--- config.mk ---
export PLATFORM = sky130hd
export DESIGN_NAME = valid_pacer_flat
export DESIGN_NICKNAME = d
export VERILOG_FILES = /design/src/rtl/valid_pacer_if.sv /design/src/rtl/valid_pacer.sv /design/src/flat_wrapper.sv
export SDC_FILE = /design/constraint.sdc
export NUM_CORES = 1
export LEC_CHECK = 0
export CORE_MARGIN = 1.5
export CORE_UTILIZATION = 51
export CTS_CLUSTER_SIZE = 8
export DETAILED_ROUTE_END_ITERATION = 8
export PLACE_DENSITY = 0.74
export SLEW_MARGIN = 20
export SYNTH_ARGS = -nofsm -noshare
export SYNTH_HDL_FRONTEND = slang
export SYNTH_SLANG_ARGS = --single-unit
--- constraint.sdc ---
create_clock -name clk -period 5.5 [get_ports clk]
set_input_delay 1.1 -clock clk [delete_from_list [all_inputs] [get_ports clk]]
set_output_delay 1.1 -clock clk [all_outputs]
set_load 0.01 [all_outputs]
--- src/rtl/valid_pacer_if.sv ---
// Handshake bundle for valid_pacer: source-side ready/valid input, enable gate,
// and the paced issue pulse with payload and FIFO occupancy.
interface valid_pacer_if #(
  parameter int DATA_W = 8,
  parameter int DEPTH  = 4
);
  logic                         i_enable;
  logic                         i_valid;
  logic [DATA_W-1:0]            i_data;
  logic                         o_ready;
  logic                         o_valid;
  logic [DATA_W-1:0]            o_data;
  logic [$clog2(DEPTH+1)-1:0]   o_level;

  modport master (
    output i_enable, i_valid, i_data,
    input  o_ready, o_valid, o_data, o_level
  );

  modport slave (
    input  i_enable, i_valid, i_data,
    output o_ready, o_valid, o_data, o_level
  );
endinterface

--- src/rtl/valid_pacer.sv ---
// Buffers ready/valid words in a DEPTH FIFO and issues them as 1-cycle pulses spaced >= LATENCY cycles.
// Empty-FIFO latency: accept at edge k, pulse after edge k+1; o_ready drops only when level == DEPTH.
module valid_pacer #(
  parameter int DATA_W  = 8,
  parameter int DEPTH   = 4,
  parameter int LATENCY = 4
) (
  input  logic          clk,
  input  logic          rst_n,
  valid_pacer_if.slave  bus
);
  localparam int PTR_W = $clog2(DEPTH);
  localparam int LVL_W = $clog2(DEPTH + 1);
  localparam int GAP_W = (LATENCY > 1) ? $clog2(LATENCY) : 1;

  logic [DATA_W-1:0] mem_q [DEPTH];
  logic [PTR_W-1:0]  wr_ptr_q, wr_ptr_d;
  logic [PTR_W-1:0]  rd_ptr_q, rd_ptr_d;
  logic [LVL_W-1:0]  level_q, level_d;
  logic [GAP_W-1:0]  gap_q, gap_d;
  logic              o_valid_q, o_valid_d;
  logic [DATA_W-1:0] o_data_q, o_data_d;
  logic              ready;
  logic              push;
  logic              pop;

  // Readiness looks only at level, so a full FIFO never accepts even while popping.
  assign ready = (level_q != LVL_W'(DEPTH));
  assign push  = bus.i_valid && ready;
  assign pop   = (level_q != '0) && bus.i_enable && (gap_q == '0);

  always_comb begin
    wr_ptr_d  = wr_ptr_q;
    rd_ptr_d  = rd_ptr_q;
    level_d   = level_q;
    gap_d     = gap_q;
    o_valid_d = 1'b0;
    o_data_d  = o_data_q;

    if (push) begin
      wr_ptr_d = wr_ptr_q + PTR_W'(1);
    end

    if (pop) begin
      o_valid_d = 1'b1;
      o_data_d  = mem_q[rd_ptr_q];
      rd_ptr_d  = rd_ptr_q + PTR_W'(1);
      gap_d     = GAP_W'(LATENCY - 1);
    end else if (gap_q != '0) begin
      gap_d = gap_q - GAP_W'(1);
    end

    case ({push, pop})
      2'b10:   level_d = level_q + LVL_W'(1);
      2'b01:   level_d = level_q - LVL_W'(1);
      default: level_d = level_q;
    endcase
  end

  always_ff @(posedge clk or negedge rst_n) begin
    if (!rst_n) begin
      wr_ptr_q  <= '0;
      rd_ptr_q  <= '0;
      level_q   <= '0;
      gap_q     <= '0;
      o_valid_q <= 1'b0;
      o_data_q  <= '0;
    end else begin
      wr_ptr_q  <= wr_ptr_d;
      rd_ptr_q  <= rd_ptr_d;
      level_q   <= level_d;
      gap_q     <= gap_d;
      o_valid_q <= o_valid_d;
      o_data_q  <= o_data_d;
    end
  end

  // Storage is never read while level is 0, so it needs no reset.
  always_ff @(posedge clk) begin
    if (push) begin
      mem_q[wr_ptr_q] <= bus.i_data;
    end
  end

  assign bus.o_ready = ready;
  assign bus.o_valid = o_valid_q;
  assign bus.o_data  = o_data_q;
  assign bus.o_level = level_q;
endmodule
--- src/flat_wrapper.sv ---
// flat-port wrapper written by rule: the top's interface ports become plain ports
module valid_pacer_flat 
#(
  parameter int DATA_W  = 8,
  parameter int DEPTH   = 4,
  parameter int LATENCY = 4
)
  (clk, rst_n, bus_i_enable, bus_i_valid, bus_i_data, bus_o_ready, bus_o_valid, bus_o_data, bus_o_level);
  valid_pacer_if #(.DATA_W(DATA_W), .DEPTH(DEPTH)) bus_i ();
  input  logic clk;
  input  logic rst_n;
  input wire logic [$bits(bus_i.i_enable)-1:0] bus_i_enable;
  input wire logic [$bits(bus_i.i_valid)-1:0] bus_i_valid;
  input wire logic [$bits(bus_i.i_data)-1:0] bus_i_data;
  output wire logic [$bits(bus_i.o_ready)-1:0] bus_o_ready;
  output wire logic [$bits(bus_i.o_valid)-1:0] bus_o_valid;
  output wire logic [$bits(bus_i.o_data)-1:0] bus_o_data;
  output wire logic [$bits(bus_i.o_level)-1:0] bus_o_level;
  assign bus_i.i_enable = bus_i_enable;
  assign bus_i.i_valid = bus_i_valid;
  assign bus_i.i_data = bus_i_data;
  assign bus_o_ready = bus_i.o_ready;
  assign bus_o_valid = bus_i.o_valid;
  assign bus_o_data = bus_i.o_data;
  assign bus_o_level = bus_i.o_level;
  valid_pacer #(.DATA_W(DATA_W), .DEPTH(DEPTH), .LATENCY(LATENCY)) u_core (.clk(clk), .rst_n(rst_n), .bus(bus_i));
endmodule
-- Word-level counts from Yosys, hierarchy flattened
Memories as Yosys holds them, arrays and structs flattened. A register that Yosys moved wholly into a read port is not among the register bits.
Index checks and enable logic that the tools add are counted.
- bits in registers: 10
- latch bits: 0
- RAM bits: 32
- memory bits (read-only): 0
- input port bits: 12
- output and inout bits: 13
- word-level logic and storage cells: 29
- memories kept: 1
- $add $sub $neg: 5
- multiply operators: 0
- div/mod/pow operators: 0
- magnitude comparators: 0
- equal/unequal tests: 3
- shift operators: 0
- mux-type cells: 6
- bitwise gates (word level): 0
- reductions and logical operators: 9
- memories (memory ; depth ; bits a word ; read ports ; clocked after memory_dff ; wr ports ; RTL line ; RTL):
    u_core.mem_q ; 4 ; 8 ; 1 ; 1 ; 1 ; valid_pacer.sv:16 ; logic [DATA_W-1:0] mem_q [DEPTH];
- operators by type and width (kind ; count):
    $pmux W3 S2 ; 1
    $reduce_bool A2 Y1 ; 3
    $add A2 B1 Y2 const B ; 2
    $mux W2 ; 2
    $add A3 B1 Y3 const B ; 1
    $logic_and A1 B1 Y1 ; 3
    $mux W1 ; 3
    $ne A3 B3 Y1 const B ; 1
    $reduce_bool A3 Y1 ; 1
    $sub A3 B1 Y3 const B ; 1
    $eq A2 B1 Y1 const B ; 1
    $eq A2 B2 Y1 const B ; 1
    $logic_not A2 Y1 ; 1
    $sub A2 B1 Y2 const B ; 1
    $logic_not A1 Y1 ; 1

-- Longest topological paths before layout
Gate-level depths: netlist of the first run.
- word-level depth: 5
- mapped depth: 10
- mapped depth without buffers: 10

-- Least setup slack after synthesis of the first run
OpenSTA, ideal clock, no wires.
- path type: input port to flip-flop
- start point: input bus_i_enable
- end point: register u_core.level_q[2] (netlist: u_core.bus.o_level[2])
- library setup time: 80 ps
- arrival time: 2386 ps
- required time: 5420 ps
- slack: 3035 ps
- stages on the path: 8
- buffers on the path: 0
- cells stage by stage: o311ai_4 -> inv_2 -> ha_1 -> inv_1 -> fa_1 -> xor2_1 -> nor2_1 -> xor2_1
- longest elaborated chain between the ends: 4
- elaborated cells on any way between the ends: 6
- classes of those cells: 2 x eq/ne; 1 x mux; 3 x reduce/logical
- RTL lines (element ; RTL line ; RTL):
    start, declared ; flat_wrapper.sv:12 ; input wire logic [$bits(bus_i.i_enable)-1:0] bus_i_enable;
    $logic_and A1 B1 Y1 (*) (2 in series) ; valid_pacer.sv:30 ; assign pop = (level_q != '0) && bus.i_enable && (gap_q == '0);
    $eq A2 B1 Y1 / $eq A2 B2 Y1 (equally long branches) ; valid_pacer.sv:53 ; case ({push, pop})
    $pmux W3 S2 / $reduce_bool A2 Y1 (equally long branches) ; -- ;
    end signal, assigned ; valid_pacer.sv:71 ; level_q <= level_d;
    end, declared ; valid_pacer.sv:19 ; logic [LVL_W-1:0] level_q, level_d;
Mark *: on every way between the ends. The rest lies on a longest branch, timed or not.
A chain may end at the register's enable or synchronous reset.

-- Worst setup path in the final report of the first run
Ends and elaborated chain as after synthesis.

==> results of run 1 <==
[cell families after synthesis]
| group | count (synthesis) | synth area share |
|---|---|---|
| flops | 50 | 0.701 |
| mux | 11 | 0.108 |
| simple gates | 34 | 0.0771 |
| compound gates | 3 | 0.0193 |
| xor+xnor | 6 | 0.0261 |
| buf+inv | 11 | 0.0211 |
| fa+ha+maj | 7 | 0.0473 |
[final cells by class]
type,instances,area (sq um),share of cell area
Timing Repair Buffer,24,240,0.101
Sequential cell,50,1410,0.592
Tap cell,48,60.1,0.0252
Inverter,9,33.8,0.0142
Clock inverter,2,10.0,0.00420
Multi-Input combinational cell,61,558,0.234
Clock buffer,6,72.6,0.0304
[report_power, final]
group          leakage [nW]  internal [W]  switching (W)
clock                0.0450     0.0000882       0.000110
combinational         0.388      0.000230       0.000185
sequential            0.513      0.000517      0.0000934
total                 0.946      0.000836       0.000388
[metrics by stage]
stage	instance area [sq um]	total power [W]	util	cells	setup slack [ns]
4_1_cts	2390	0.00124	0.642	200	2.60
5_1_grt	2390	0.00131	0.642	200	2.46
6_report	2390	0.00122	0.642	200	2.59
3_5_place_dp	2300	0.00104	0.620	192	2.28
3_3_place_gp	2300	0.00102	0.620	192	2.40
2_1_floorplan	2010	0.000865	-	122	3.03
[how the worst min path moves through the flow]
stage,startpoint,end,cells past startpoint
final,u_core.bus.o_data[6]$_DFFE_PN0P_,u_core.bus.o_data[6]$_DFFE_PN0P_,2
after global routing,u_core.bus.o_data[5]$_DFFE_PN0P_,u_core.bus.o_data[5]$_DFFE_PN0P_,2
after CTS,u_core.bus.o_data[6]$_DFFE_PN0P_,u_core.bus.o_data[6]$_DFFE_PN0P_,2
after global placement,u_core.bus.o_data[4]$_DFFE_PN0P_,u_core.bus.o_data[4]$_DFFE_PN0P_,2
after floorplan,u_core.gap_q[1]$_DFFE_PN0P_,u_core.gap_q[1]$_DFFE_PN0P_,2
after detailed placement,u_core.bus.o_data[6]$_DFFE_PN0P_,u_core.bus.o_data[6]$_DFFE_PN0P_,2
[state kept, by name (all words and copies together), names as in the netlist]
| signal | cells |
|---|---|
| u_core.mem_q | 32 |
| u_core.bus.o_data | 8 |
| u_core.bus.o_level | 3 |
| u_core.gap_q | 2 |
| u_core.rd_ptr_q | 2 |
| u_core.wr_ptr_q | 2 |
| u_core.bus.o_valid | 1 |
[cell usage after synthesis]
| cell | instances | area share |
|---|---|---|
| and2_4 | 1 | 0.0044 |
| mux2_4 | 1 | 0.0075 |
| edfxtp_1 | 32 | 0.48 |
| o21ai_0 | 1 | 0.0025 |
| o311ai_4 | 1 | 0.013 |
| and3_2 | 4 | 0.015 |
| nor2_1 | 1 | 0.0019 |
| inv_1 | 8 | 0.015 |
| fa_1 | 1 | 0.010 |
| ha_1 | 6 | 0.037 |
| o31ai_1 | 1 | 0.0037 |
| mux4_2 | 8 | 0.090 |
| buf_2 | 1 | 0.0025 |
| clkbuf_1 | 1 | 0.0019 |
| inv_2 | 1 | 0.0019 |
| nand2_1 | 27 | 0.050 |
| mux2_2 | 1 | 0.0056 |
| or3b_4 | 1 | 0.0056 |
| xor2_1 | 2 | 0.0087 |
| dfrtp_1 | 18 | 0.22 |
| xnor2_1 | 4 | 0.017 |
| mux2i_1 | 1 | 0.0050 |
[per-layer routing]
| metal | up-vias | global-route usage |
|---|---|---|
| met5 | - | 0 |
| met4 | 0 | 0.0547 |
| met3 | 5 | 0.0562 |
| met2 | 22 | 0.309 |
| met1 | 538 | 0.233 |
| li1 | 491 | - |
[worst reg2reg max path, stage by stage (launching register included)]
cell	delay (ns)
dfrtp_1	0.47
or3b_4	0.45
and2_4	0.19
inv_1	0.06
ha_1	0.18
inv_1	0.06
fa_1	0.37
xor2_1	0.15
nor2_1	0.13
xor2_1	0.15
==> flow_summary.yaml, run 1 <==
outcome:
  run_status: "complete, no violations"
clock_tree:
  clk_latency_ns: 0.29
  clk_pin_slew_worst_paths_ns: 0.08
  ctsHoldBuffers: 0
  clk_path_buf_depth: 2
  cts-root-buf: "clkbuf_8"
  cts_tree: "done"
  numCtsBuffers: 5
  cts.repair.resized: 0
  clock-sinks: 50
  post-cts-setup-buffers: 0
  cts_htree_levels: 2
finish:
  layout_commonest_cell: "edfxtp_1"
  fill_cells: 263
  drive_above_1_share: 0.164
  final_cell_mix: "edfxtp_1 (32), nand2_1 (27), clkdlybuf4s50_1 (24)"
  nets: 170
  antenna_cells: 0
  syn_to_final_growth_pct: 18.6
power_and_ir_drop:
  worst_ir_drop_vdd_v: 0.000251
  p_leak_nw: 0.946
  p_per_area_nw_per_um2: 513
setup_path:
  worstPathCellList: "clkdlybuf4s50_1, o311ai_4, inv_2, ha_1, inv_1, fa_1, xor2_1, nor2_1, xor2_1"
  reg2reg_depth: 9
  path_common_cell: "xor2_1"
  path_delay_family: "buffers and inverters"
  endpoint: "u_core.bus.o_level[2]$_DFFE_PN0P_"
  startpoint_type: "input port"
  crit_start: "bus_i_enable"
  crit_arrival_ns: 3.13
  r2r_setup_slack_ns: 3.22
  worstPathRequired_ns: 5.72
  slowest_delay_ns: 0.53
  critPathSlowestCell: "clkdlybuf4s50_1"
  cp-end-kind: "register"
  path_buf_inv: 3
  r2r_end: "u_core.bus.o_level[2]$_DFFE_PN0P_"
  worstSetupPathType: "input port to register"
  worst_r2r_startpoint: "u_core.bus.o_level[2]$_DFFE_PN0P_"
  path_max_fanout: 11
  path_depth: 9
synth:
  syn-cell-area_sq_um: 2010
  ys_ff_latch: 50
  synth_cell_types: 22
  synth.avg_cell_area_sq_um: 16.5
  syn_inst: 122
  yosysWarnings: 0
  seq_area_frac_synth: 0.701
  syn-num-nets: 141
routing:
  drc: 0
  dr_wl_met2_um: 1730
  wl_met1_um: 1410
  highest_layer: "met4"
  drt_iter0_drc: 64
  drt_first_pass_iters: 4
  vias_per_cell: 5.28
  met3RoutedLength_um: 108
  num_vias: 1056
  drtAntennaViolNets: 0
  wire_per_inst_um: 16.5
  drt-total-wl_um: 3290
placement:
  gp_congestion: 0.729
  place.detailed.hpwl_um: 2300
  portBuffers: 24
timing:
  finalCritPeriodShare: 0.528
  finalHoldViolations: 0
  clock.fmax_mhz: 344
  period_minus_slack_ns: 2.91
  worstMarginPinSlew_ns: 0.807
  drv_slew: 0
  clock_skew_ns: 0.00599
  setup-tns-final_ns: 0
  slew_headroom: 0.460
  holdWs_ns: 0.491
  setup_viol: 0
  grt_setup_unrepaired: "false"
floorplan:
  die_w_um: 65.8
  dieArea_sq_um: 4330
  initial_core_util: 0.541
  core_sq_um: 3720
  io_pins: 25
  fp-row-count: 22
  die_h_um: 65.8
grt:
  overflow: 0
  grt_pass1_vias: 1131
  antenna_found_initial: 0
  grt_usage: 0.185
  grt_pass1_wl_um: 5640
  grt_max_degree: 19
hold_path:
  hold_class: "register to register"
run:
  cap_violations: 0
(Power assumes the default switching activity.)
==> inputs of run 2 (changes only) <==
Clock period 5.5 ns to 2.9 ns, I/O delays scaled along.
==> flow_summary.yaml, run 2 (same netlist as run 1, synthesis figures left out) <==
outcome:
  run_status: "complete, no violations"
routing:
  drtAntennaViolNets: 0
  drc: 0
  num_vias: 1035
  wire_per_inst_um: 15.9
  drt_iter0_drc: 66
  drt_first_pass_iters: 4
  drt-total-wl_um: 3200
  vias_per_cell: 5.15
setup_path:
  worstPathRequired_ns: 2.32
  crit_arrival_ns: 1.71
  path_delay_family: "buffers and inverters"
  path_buf_inv: 1
  cp-end-kind: "primary output"
  slowest_delay_ns: 0.49
  worstSetupPathType: "register to primary output"
  startpoint_type: "register"
  path_max_fanout: 6
  critPathSlowestCell: "clkdlybuf4s50_1"
  worstPathCellList: "or3b_4, clkdlybuf4s50_1"
timing:
  clock_skew_ns: 0.00763
  period_minus_slack_ns: 2.29
  setup_viol: 0
  setup_ws_ns: 0.605
  setup-tns-final_ns: 0
  grt_setup_unrepaired: "false"
  worstMarginPinSlew_ns: 0.798
  finalCritPeriodShare: 0.791
  slew_headroom: 0.466
  finalHoldViolations: 0
  drv_slew: 0
  clock.fmax_mhz: 436
clock_tree:
  cts-root-buf: "clkbuf_8"
  clk_pin_slew_worst_paths_ns: 0.09
  cts.repair.resized: 0
  ctsHoldBuffers: 0
  clock-sinks: 50
  post-cts-setup-buffers: 0
  cts_tree: "done"
  numCtsBuffers: 5
  cts_htree_levels: 2
  clk_path_buf_depth: 2
  clk_latency_ns: 0.30
grt:
  antenna_found_initial: 0
  groute.layer.met3.usage: 0.0562
  grt_pass1_wl_um: 5400
  grt_max_degree: 19
  top_usage_layer: "met2"
  grt_pass1_vias: 1107
  grt_usage: 0.181
  overflow: 0
  met1_usage: 0.202
  grtUsageMet2: 0.314
finish:
  final_cell_mix: "edfxtp_1 (32), nand2_1 (27), clkdlybuf4s50_1 (24)"
  nets: 171
  antenna_cells: 0
  fill_cells: 276
  drive_above_1_share: 0.176
  top_register: "u_core.mem_q"
  largest_register_ffs: 32
  layout_commonest_cell: "edfxtp_1"
  syn_to_final_growth_pct: 20.3
power_and_ir_drop:
  swShare: 0.304
  p_seq_frac: 0.480
  p_comb_frac: 0.323
  worst_ir_drop_vdd_v: 0.000488
  switchingPower_w: 0.000734
  internal_power_w: 0.00168
  clkPwrFrac: 0.198
  p_leak_nw: 0.964
  p_per_area_nw_per_um2: 996
floorplan:
  core_sq_um: 3720
  die_h_um: 65.8
  io_pins: 25
  fp-row-count: 22
  die_w_um: 65.8
  dieArea_sq_um: 4330
  initial_core_util: 0.541
placement:
  portBuffers: 24
  place.detailed.hpwl_um: 2150
  gp_congestion: 0.759
  pre_cts_ws_ns: 0.368
hold_path:
  hold_class: "register to register"
run:
  cap_violations: 0
[run 2: cell types whose count changed in the layout (fill, tap and decap cells not counted)]
cell	previous run	this run
clkbuf_1	1	0
bufinv_16	0	1
buf_4	0	1
[run 2: path summary, 6_finish.rpt]
check                                             startpoint                                 to  slack, ns  cells after the start
setup / recovery           u_core.bus.o_level[1]$_DFFE_PN0P_                        bus_o_ready       0.61                      2
hold / removal              u_core.bus.o_data[5]$_DFFE_PN0P_   u_core.bus.o_data[5]$_DFFE_PN0P_       0.49                      2
setup reg to reg           u_core.bus.o_level[1]$_DFFE_PN0P_  u_core.bus.o_level[2]$_DFFE_PN0P_       0.65                      9
hold reg to reg             u_core.bus.o_data[5]$_DFFE_PN0P_   u_core.bus.o_data[5]$_DFFE_PN0P_       0.49                      2
max in group asynchronous                              rst_n   u_core.bus.o_data[1]$_DFFE_PN0P_       1.67                      1
min in group asynchronous                              rst_n  u_core.bus.o_level[2]$_DFFE_PN0P_       0.73                      1
[run 2: power groups by stage]
stage	combinational, W	sequential [W]	clock (W)
finish	0.000779	0.00116	0.000476
global route	0.000877	0.00119	0.000512
CTS	0.000796	0.00116	0.000490
detailed placement	0.000794	0.00118	0
global placement	0.000763	0.00116	0
floorplan	0.000518	0.00112	0
[run 2: area by class of cell]
class	count	area (sq um)	share of cell area
sequential	50	1410	0.583
timing repair buffer	25	248	0.102
inverter	9	33.8	0.0140
tap	48	60.1	0.0248
multi-input combinational	61	558	0.231
clock inverter	3	40.0	0.0165
clock buffer	5	68.8	0.0284
[run 2: per-stage QoR]
step           hold slack (ns)  instance area (sq um)  instances  utilization  power [W]
6_report                 0.490                   2420        201        0.651    0.00241
5_1_grt                  0.513                   2420        201        0.651    0.00258
4_1_cts                  0.492                   2420        201        0.651    0.00245
3_5_place_dp             0.471                   2310        193        0.622    0.00197
3_3_place_gp             0.462                   2310        193        0.622    0.00193
2_1_floorplan            0.284                   2010        122            -    0.00164
[run 2: layer usage]
layer / vias to the layer above / part of all wire
li1: 492 / -
met3: 4 / 0.046
met1: 514 / 0.40
met2: 25 / 0.53
met4: 0 / 0.016
met5: - / 0
[run 2: worst register-to-register path, cell delays in order, from the launching register on]
cell and delay, ns:
dfrtp_1 0.47, or3b_4 0.46, and2_4 0.19, inv_1 0.05
ha_1 0.17, inv_1 0.06, fa_1 0.38, xor2_1 0.15
nor2_1 0.11, xor2_1 0.15
